## config.mk

```make
export PLATFORM = sky130hd
export DESIGN_NAME = dfh_walker
export DESIGN_NICKNAME = d
export VERILOG_FILES = /design/src/rtl/dfh_walker_pkg.sv /design/src/rtl/dfh_walker.sv
export SDC_FILE = /design/constraint.sdc
export NUM_CORES = 1
export LEC_CHECK = 0
export CORE_MARGIN = 5
export CORE_UTILIZATION = 48
export CTS_CLUSTER_SIZE = 40
export DETAILED_ROUTE_END_ITERATION = 8
export PLACE_DENSITY = 0.82
export SLEW_MARGIN = 20
export SYNTH_ARGS = -nofsm -noshare
export SYNTH_HDL_FRONTEND = slang
export SYNTH_SLANG_ARGS = --single-unit
```

## constraint.sdc

```tcl
create_clock -name clk -period 3.15 [get_ports clk]
set_input_delay 0.315 -clock clk [delete_from_list [all_inputs] [get_ports clk]]
set_output_delay 0.315 -clock clk [all_outputs]
set_load 0.05 [all_outputs]
```

## src/rtl/dfh_walker_pkg.sv

```systemverilog
// Shared types for the DFH chain walker: header layout, FSM states and
// termination codes.
package dfh_walker_pkg;

   localparam int DFH_EOL_BIT = 40;
   localparam int DFH_OFS_LSB = 16;
   localparam int DFH_OFS_W   = 24;

   typedef struct packed {
      logic [3:0]                feat_type;
      logic [58-DFH_EOL_BIT:0]   rsvd_hi;
      logic                      eol;
      logic [DFH_OFS_W-1:0]      nxt_dfh_offset;
      logic [DFH_OFS_LSB-13:0]   rsvd_lo;
      logic [11:0]               feat_id;
   } t_dfh;

   typedef enum logic [2:0] {
      ST_IDLE = 3'd0,
      ST_REQ  = 3'd1,
      ST_WAIT = 3'd2,
      ST_EMIT = 3'd3,
      ST_DONE = 3'd4,
      ST_ERR  = 3'd5
   } t_walk_state;

   typedef enum logic [2:0] {
      ERR_NONE      = 3'd0,
      ERR_RSP       = 3'd1,
      ERR_TIMEOUT   = 3'd2,
      ERR_ZERO_OFS  = 3'd3,
      ERR_MAX_FEAT  = 3'd4,
      ERR_ADDR_WRAP = 3'd5
   } t_walk_err;

endpackage

```

## src/rtl/dfh_walker.sv

```systemverilog
// Walks a DFH linked list through a single-outstanding CSR read port and
// streams each header out; ends on EOL or with an error code.
module dfh_walker
   import dfh_walker_pkg::*;
#(
   parameter int ADDR_W      = 32,
   parameter int MAX_FEAT    = 32,
   parameter int TIMEOUT_CYC = 1024,
   parameter int CNT_W       = $clog2(MAX_FEAT + 1)
) (
   input  logic              clk,
   input  logic              rst,
   input  logic              start,
   input  logic [ADDR_W-1:0] base_addr,
   output logic              busy,
   output logic              done,
   output logic              err,
   output logic [2:0]        err_code,
   output logic [CNT_W-1:0]  feat_count,
   output logic              rd_req_valid,
   input  logic              rd_req_ready,
   output logic [ADDR_W-1:0] rd_req_addr,
   input  logic              rd_rsp_valid,
   input  logic [63:0]       rd_rsp_data,
   input  logic              rd_rsp_err,
   output logic              feat_valid,
   input  logic              feat_ready,
   output logic [ADDR_W-1:0] feat_addr,
   output logic [63:0]       feat_dfh,
   output logic [CNT_W-1:0]  feat_idx
);

   localparam int TMR_W = $clog2(TIMEOUT_CYC + 1);
   localparam int SUM_W = ADDR_W + 1;
   localparam logic [TMR_W-1:0] TMR_MAX = TMR_W'(TIMEOUT_CYC);
   localparam logic [CNT_W-1:0] CNT_MAX = CNT_W'(MAX_FEAT);

   t_walk_state          state_r;
   logic [ADDR_W-1:0]    cur_addr_r;
   logic [TMR_W-1:0]     timer_r;
   logic [TMR_W-1:0]     timer_inc_s;
   logic [CNT_W-1:0]     cnt_inc_s;
   logic [DFH_OFS_W-1:0] offset_s;
   logic [SUM_W-1:0]     nxt_sum_s;
   t_walk_err            emit_err_s;

   // Next-header arithmetic and the post-handshake error priority (after EOL)
   always_comb begin
      timer_inc_s = (timer_r == TMR_MAX) ? timer_r : timer_r + TMR_W'(1);
      cnt_inc_s   = feat_count + CNT_W'(1);
      offset_s    = feat_dfh[DFH_OFS_LSB +: DFH_OFS_W];
      nxt_sum_s   = {1'b0, cur_addr_r} + SUM_W'(offset_s);
      if (offset_s == '0) begin
         emit_err_s = ERR_ZERO_OFS;
      end else if (cnt_inc_s == CNT_MAX) begin
         emit_err_s = ERR_MAX_FEAT;
      end else if (nxt_sum_s[ADDR_W]) begin
         emit_err_s = ERR_ADDR_WRAP;
      end else begin
         emit_err_s = ERR_NONE;
      end
   end

   // Walk FSM; every output is a register updated on the state transition
   always_ff @(posedge clk) begin
      if (rst) begin
         state_r      <= ST_IDLE;
         cur_addr_r   <= '0;
         timer_r      <= '0;
         busy         <= 1'b0;
         done         <= 1'b0;
         err          <= 1'b0;
         err_code     <= ERR_NONE;
         feat_count   <= '0;
         feat_idx     <= '0;
         feat_addr    <= '0;
         feat_dfh     <= '0;
         feat_valid   <= 1'b0;
         rd_req_valid <= 1'b0;
         rd_req_addr  <= '0;
      end else begin
         done <= 1'b0;
         case (state_r)
            ST_IDLE: begin
               if (start) begin
                  cur_addr_r   <= base_addr;
                  rd_req_addr  <= base_addr;
                  rd_req_valid <= 1'b1;
                  feat_count   <= '0;
                  err          <= 1'b0;
                  err_code     <= ERR_NONE;
                  busy         <= 1'b1;
                  state_r      <= ST_REQ;
               end
            end
            ST_REQ: begin
               if (rd_req_ready) begin
                  rd_req_valid <= 1'b0;
                  timer_r      <= '0;
                  state_r      <= ST_WAIT;
               end
            end
            ST_WAIT: begin
               // A response in the expiry cycle still wins over the timeout
               if (rd_rsp_valid) begin
                  if (rd_rsp_err) begin
                     err      <= 1'b1;
                     err_code <= ERR_RSP;
                     done     <= 1'b1;
                     state_r  <= ST_ERR;
                  end else begin
                     feat_dfh   <= rd_rsp_data;
                     feat_addr  <= cur_addr_r;
                     feat_idx   <= feat_count;
                     feat_valid <= 1'b1;
                     state_r    <= ST_EMIT;
                  end
               end else if (timer_inc_s == TMR_MAX) begin
                  err      <= 1'b1;
                  err_code <= ERR_TIMEOUT;
                  done     <= 1'b1;
                  state_r  <= ST_ERR;
               end else begin
                  timer_r <= timer_inc_s;
               end
            end
            ST_EMIT: begin
               if (feat_ready) begin
                  feat_valid <= 1'b0;
                  feat_count <= cnt_inc_s;
                  if (feat_dfh[DFH_EOL_BIT]) begin
                     done    <= 1'b1;
                     state_r <= ST_DONE;
                  end else if (emit_err_s != ERR_NONE) begin
                     err      <= 1'b1;
                     err_code <= emit_err_s;
                     done     <= 1'b1;
                     state_r  <= ST_ERR;
                  end else begin
                     cur_addr_r   <= nxt_sum_s[ADDR_W-1:0];
                     rd_req_addr  <= nxt_sum_s[ADDR_W-1:0];
                     rd_req_valid <= 1'b1;
                     state_r      <= ST_REQ;
                  end
               end
            end
            ST_DONE, ST_ERR: begin
               busy    <= 1'b0;
               state_r <= ST_IDLE;
            end
            default: begin
               busy         <= 1'b0;
               rd_req_valid <= 1'b0;
               feat_valid   <= 1'b0;
               state_r      <= ST_IDLE;
            end
         endcase
      end
   end

endmodule

```

==> results of run 1 <==
[power by group]
group          switching, mW  total (mW)  internal [mW]  leakage [nW]
sequential             0.168        2.36           2.19          1.31
combinational           1.17        1.84          0.671          2.52
clock                  0.900        2.00           1.10         0.265
[metrics by stage]
step / hold WS (ns) / std cells / setup WS, ns / instance area (µm²)
after floorplan: 0.4510 / 1074 / 0.2596 / 8220
after global placement: 0.4400 / 1496 / 0.3042 / 10900
after detailed placement: 0.4457 / 1496 / 0.1919 / 10900
after CTS: 0.3992 / 1528 / 0.1498 / 11460
after global routing: 0.4303 / 1529 / 0.01242 / 11470
final: 0.4223 / 1529 / 0.1990 / 11470
[path summary, 6_finish.rpt]
kind | from | endpoint | slack (ns) | cells after the start
worst max-delay path | cur_addr_r[0] | cur_addr_r[10] | 0.20 | 10
worst min-delay path | rst | feat_addr[21] | 0.42 | 2
worst max register to register | cur_addr_r[0] | cur_addr_r[10] | 0.20 | 10
worst min register to register | feat_idx[4] | feat_idx[4] | 0.45 | 2
[synthesized netlist by cell type, types with 7 or more instances]
library cell and n:
ha_1 27, a211oi_1 15, a21oi_1 173, nor3_1 27
nor2_1 46, and3_1 7, xnor2_1 12, a21o_1 14
nand3_1 31, or3_1 9, nand2_1 275, o21ai_0 28
nand4_1 9, o211ai_1 9, dfxtp_1 162, clkbuf_1 58
inv_1 16, a311oi_1 21
[per-layer routing]
metal  GRT usage [%]  vias up  share of wire [%]
met3           9.719       54                 10
met4           9.485        0                2.9
met1           33.44     4065                 41
met2           41.99      402                 46
li1                -     4281                  -
met5               0        -                  0
[registers in the layout (all words and copies together) (netlist names)]
| register | flops |
|---|---|
| rd_req_valid | 1 |
| timer_r | 11 |
| done | 1 |
| state_r | 3 |
| busy | 1 |
| feat_addr | 32 |
| cur_addr_r | 32 |
| feat_valid | 1 |
| feat_idx | 6 |
| feat_dfh | 64 |
| feat_count | 6 |
| err | 1 |
| err_code | 3 |
[cell type report]
cell class / count / share of cell area (%)
antenna: 1 / 0.02181
clock inverter: 13 / 1.080
clock buffer: 19 / 3.773
tap: 220 / 2.399
sequential: 162 / 28.27
multi-input combinational: 824 / 40.53
inverter: 18 / 0.5889
timing repair buffer: 272 / 23.34
[repair_timing]
item / CTS / global route
endpoints found under the setup margin: 0 / 10
hold buffers: 0 / 0
gates resized for setup: 0 / 2
[logic make-up (layout without fill, tap and decap cells)]
logic type                 Yosys count  count (layout)
AOI/OAI and AO/OA                  331             331
muxes                                4               4
buffers and inverters               88             322
DFF                                162             162
xor gates and xnor gates            17              17
adders and majority gates           28              28
and+or+nand+nor                    444             444
other                                0               1
==> flow_summary.ini, run 1 <==
[worst_setup_path]
crit_chain = ha_1 > fa_1 > a21o_1 > a221o_1 > a21oi_4 > a211o_1 > a21o_1 > buf_4 > a21oi_1 > a311oi_1
worstPathRequired_ns = 3.48
slowest_delay_ns = 0.42
crit_buf_inv = 1
cp.arrival_ns = 3.28
path_max_fanout = 24
cpMaxStageDelayCell = fa_1
path_class = reg2reg
path_delay_family = compound AO/OA/AOI/OAI gates
cp-end-kind = flip-flop
path_common_cell = a21o_1
cp-start-kind = flip-flop

[synth]
muxShareOfSynthArea_pct = 0.5479
synth_top_family_by_area = compound AO/OA/AOI/OAI gates
syn_avg_cell_area_um2 = 7.654
netlist.area_leader.share_pct = 39.45
syn-cell-area_um2 = 8220
synth_compound_gate_area_share_pct = 25.68
syn-num-nets = 1205
synthXorXnorAreaFrac_pct = 1.811
yosys.area_share.simple_pct = 23.71
yosysSeqAreaShare_pct = 39.45
synthCells = 1074
synth_area_leader_cell = dfxtp_1
synthArstFlopShare_pct = 0
synth_fa_ha_area_share_pct = 4.353
synth_edf_count = 0
synthFlopType = dfxtp_1
yosys.cell_types.count = 80
yosys_warnings = 0
ys_ff_latch = 162
synth.area.top_cells = dfxtp_1, nand2_1, a21oi_1, ha_1, clkbuf_1

[timing]
rsz0062_at_grt = no
fin_crit_ns = 2.951
relSlewSlack_pct = 53.89
tightestPinTransition_ns = 0.6853
max_freq_mhz = 338.9
finalSetupViolCount = 0
hold_viol = 0
setup-tns-final_ns = 0
maxSlewViolCount = 0
fin_crit_sh_pct = 93.68
clock_skew_ns = 0.009435

[die]
pin_count = 251
die_h_um = 140.9
initial_core_util_pct = 49.22
fp-row-count = 47
core-area_um2 = 16700
die_area_um2 = 19840
die_x_um = 140.9

[clock_network]
root_buffer = clkbuf_16
post-cts-setup-buffers = 0
cts_tree = done
clkTransAtPathRegs_ns = 0.07
clk_latency_ns = 0.43
cts_buffers = 17
clockBufferDepth = 2
cts.sinks = 162
h-tree-depth = 4

[final_layout]
nets = 1426
final_cell_mix = nand2_1, clkdlybuf4s50_1, a21oi_1, dfxtp_1, nor2_1
multi_input_area_um2 = 4651
final_core_util_pct = 68.70
fill_cells = 1371
area_growth_pct = 39.57
final_common_cell = nand2_1
regArea_um2 = 3243
drive_above_1_share_pct = 5.887

[detailed_routing]
firstDrtPassIters = 5
wl_um = 27300
wl_per_cell_um = 17.85
vias = 8802
drt_drc_violations_left = 0
ant_nets = 0
viasPerCell = 5.757
dr.first_iter.drc_count = 866

[flow_run]
cap_violations = 0

[global_route]
first_global_vias = 8272
antenna_found_initial = 1
grt_usage_pct = 26.56
grt_pass1_wl_um = 43210
grt_max_degree = 67
grt.overflow.total = 0

[power_and_ir_drop]
p_leak_nw = 4.095
power_density_nw_per_um2 = 540.0
total_power_mw = 6.196
ir_drop_v = 0.0004084

[placement]
place.gp.congestion = 0.9376
port_buffers = 250
place_hpwl_um = 19770

[worst_hold_path]
hold_path.class = in2reg

[run_status]
status = finished clean
Note: power is estimated with default switching activity, not from simulation.
==> run 2: changes to the inputs <==
- CORE_ASPECT_RATIO: not set -> 0.7
==> flow_summary.ini, run 2 (synthesized netlist as in run 1, its figures left out) <==
[final_layout]
diodes = 0
final_cell_mix = nand2_1, clkdlybuf4s50_1, a21oi_1, dfxtp_1, nor2_1
largest_registers = feat_dfh (64), cur_addr_r (32), feat_addr (32)
regMostFlops = feat_dfh
nets = 1430
largest_reg_flops = 64
final_core_util_pct = 68.23
final_common_cell = nand2_1
area_growth_pct = 40.82
drive_above_1_share_pct = 6.178

[clock_network]
clk_latency_ns = 0.43
cts-resized-gates = 0
cts_tree = done
root_buffer = clkbuf_16
cts_hold_buffers = 0
cts_buffers = 17
h-tree-depth = 4
post-cts-setup-buffers = 0
clkTransAtPathRegs_ns = 0.07
clockBufferDepth = 2
cts.sinks = 162

[worst_hold_path]
hold_path.class = in2reg

[timing]
timing.hold.ws_ns = 0.3747
relSlewSlack_pct = 56.12
fin_crit_sh_pct = 94.25
rsz0062_at_grt = no
tightestPinTransition_ns = 0.6567
max_freq_mhz = 336.8
fin_crit_ns = 2.969
clock_skew_ns = 0.009078
finalSetupViolCount = 0
hold_viol = 0
setup-tns-final_ns = 0
maxSlewViolCount = 0

[die]
fp-row-count = 40
die_area_um2 = 19880
pin_count = 251
die_x_um = 166.4
initial_core_util_pct = 48.45
core-area_um2 = 16970
die_h_um = 119.5

[detailed_routing]
drt_drc_violations_left = 0
wl_um = 27820
firstDrtPassIters = 5
wl_per_cell_um = 18.04
ant_nets = 0
vias = 8916
dr.first_iter.drc_count = 959
viasPerCell = 5.782

[global_route]
grt.overflow.total = 0
grt_usage_pct = 26.47
grt_pass1_wl_um = 43280
grt_max_degree = 103
grt_use_met1_pct = 36.91
grt_use_met3_pct = 8.857
first_global_vias = 7979
gr-usage-met2_pct = 39.64
antenna_found_initial = 0
busiest_layer = met2

[worst_setup_path]
cp-end-kind = flip-flop
path_max_fanout = 4
cp-start-kind = flip-flop
cp.arrival_ns = 3.26
crit_chain = ha_1 > fa_1 > a21o_1 > a221o_1 > a211oi_1 > o211ai_1 > and2_1 > a211oi_1 > a2111oi_2
slowest_delay_ns = 0.41
cpMaxStageDelayCell = fa_1
path_common_cell = a211oi_1
path_delay_family = compound AO/OA/AOI/OAI gates
worstPathRequired_ns = 3.44
crit_buf_inv = 0
path_class = reg2reg

[placement]
place.gp.congestion = 0.9546
port_buffers = 250
place_hpwl_um = 19920

[run_status]
status = finished clean

[power_and_ir_drop]
total_power_mw = 6.442
ir_drop_v = 0.0003466
power_density_nw_per_um2 = 556.5
p_leak_nw = 4.152

[flow_run]
cap_violations = 0
## run 2: area by class of cell
class                   count  area (µm²)
fillers                  1382        5390
multi-input cells         824        4638
flip-flops and latches    162        3243
repair buffers            276        2724
clock buffers              17       425.4
well taps                 231       289.0
clock inverters            14       188.9
inverters                  18       67.56
## run 2: worst register-to-register path: stages, from the launching register on
cell and delay [ns]:
dfxtp_1 0.33, ha_1 0.24, fa_1 0.41, a21o_1 0.20, a221o_1 0.38, a211oi_1 0.38, o211ai_1 0.25, and2_1 0.27
a211oi_1 0.28, a2111oi_2 0.08
## run 2: report_power, final
group | internal [mW] | total [mW] | switching (mW)
registers | 2.19 | 2.35 | 0.160
logic | 0.685 | 1.89 | 1.21
clock network | 1.27 | 2.20 | 0.930
total | 4.14 | 6.44 | 2.30
## run 2: final timing paths
path,to,cells past startpoint,slack [ns],from
hold reg to reg,feat_addr[3],2,0.45,feat_addr[3]
setup / recovery,cur_addr_r[30],9,0.18,feat_dfh[16]
setup reg to reg,cur_addr_r[30],9,0.18,feat_dfh[16]
hold / removal,feat_addr[19],2,0.37,rst
## run 2: stage by stage
stage | setup slack (ns) | std cells | instance area (µm²)
after floorplan | 0.2596 | 1074 | 8220
after global placement | 0.3477 | 1511 | 10960
after detailed placement | 0.2486 | 1511 | 10960
after CTS | 0.2145 | 1542 | 11580
after global routing | 0.01694 | 1542 | 11580
final | 0.1812 | 1542 | 11580
## run 2: routing by layer
metal  part of all wire, %  wire length [µm]
met1                    45             12500
met4                   1.7               466
met3                    10              2835
met5                     0                 0
met2                    43             12020
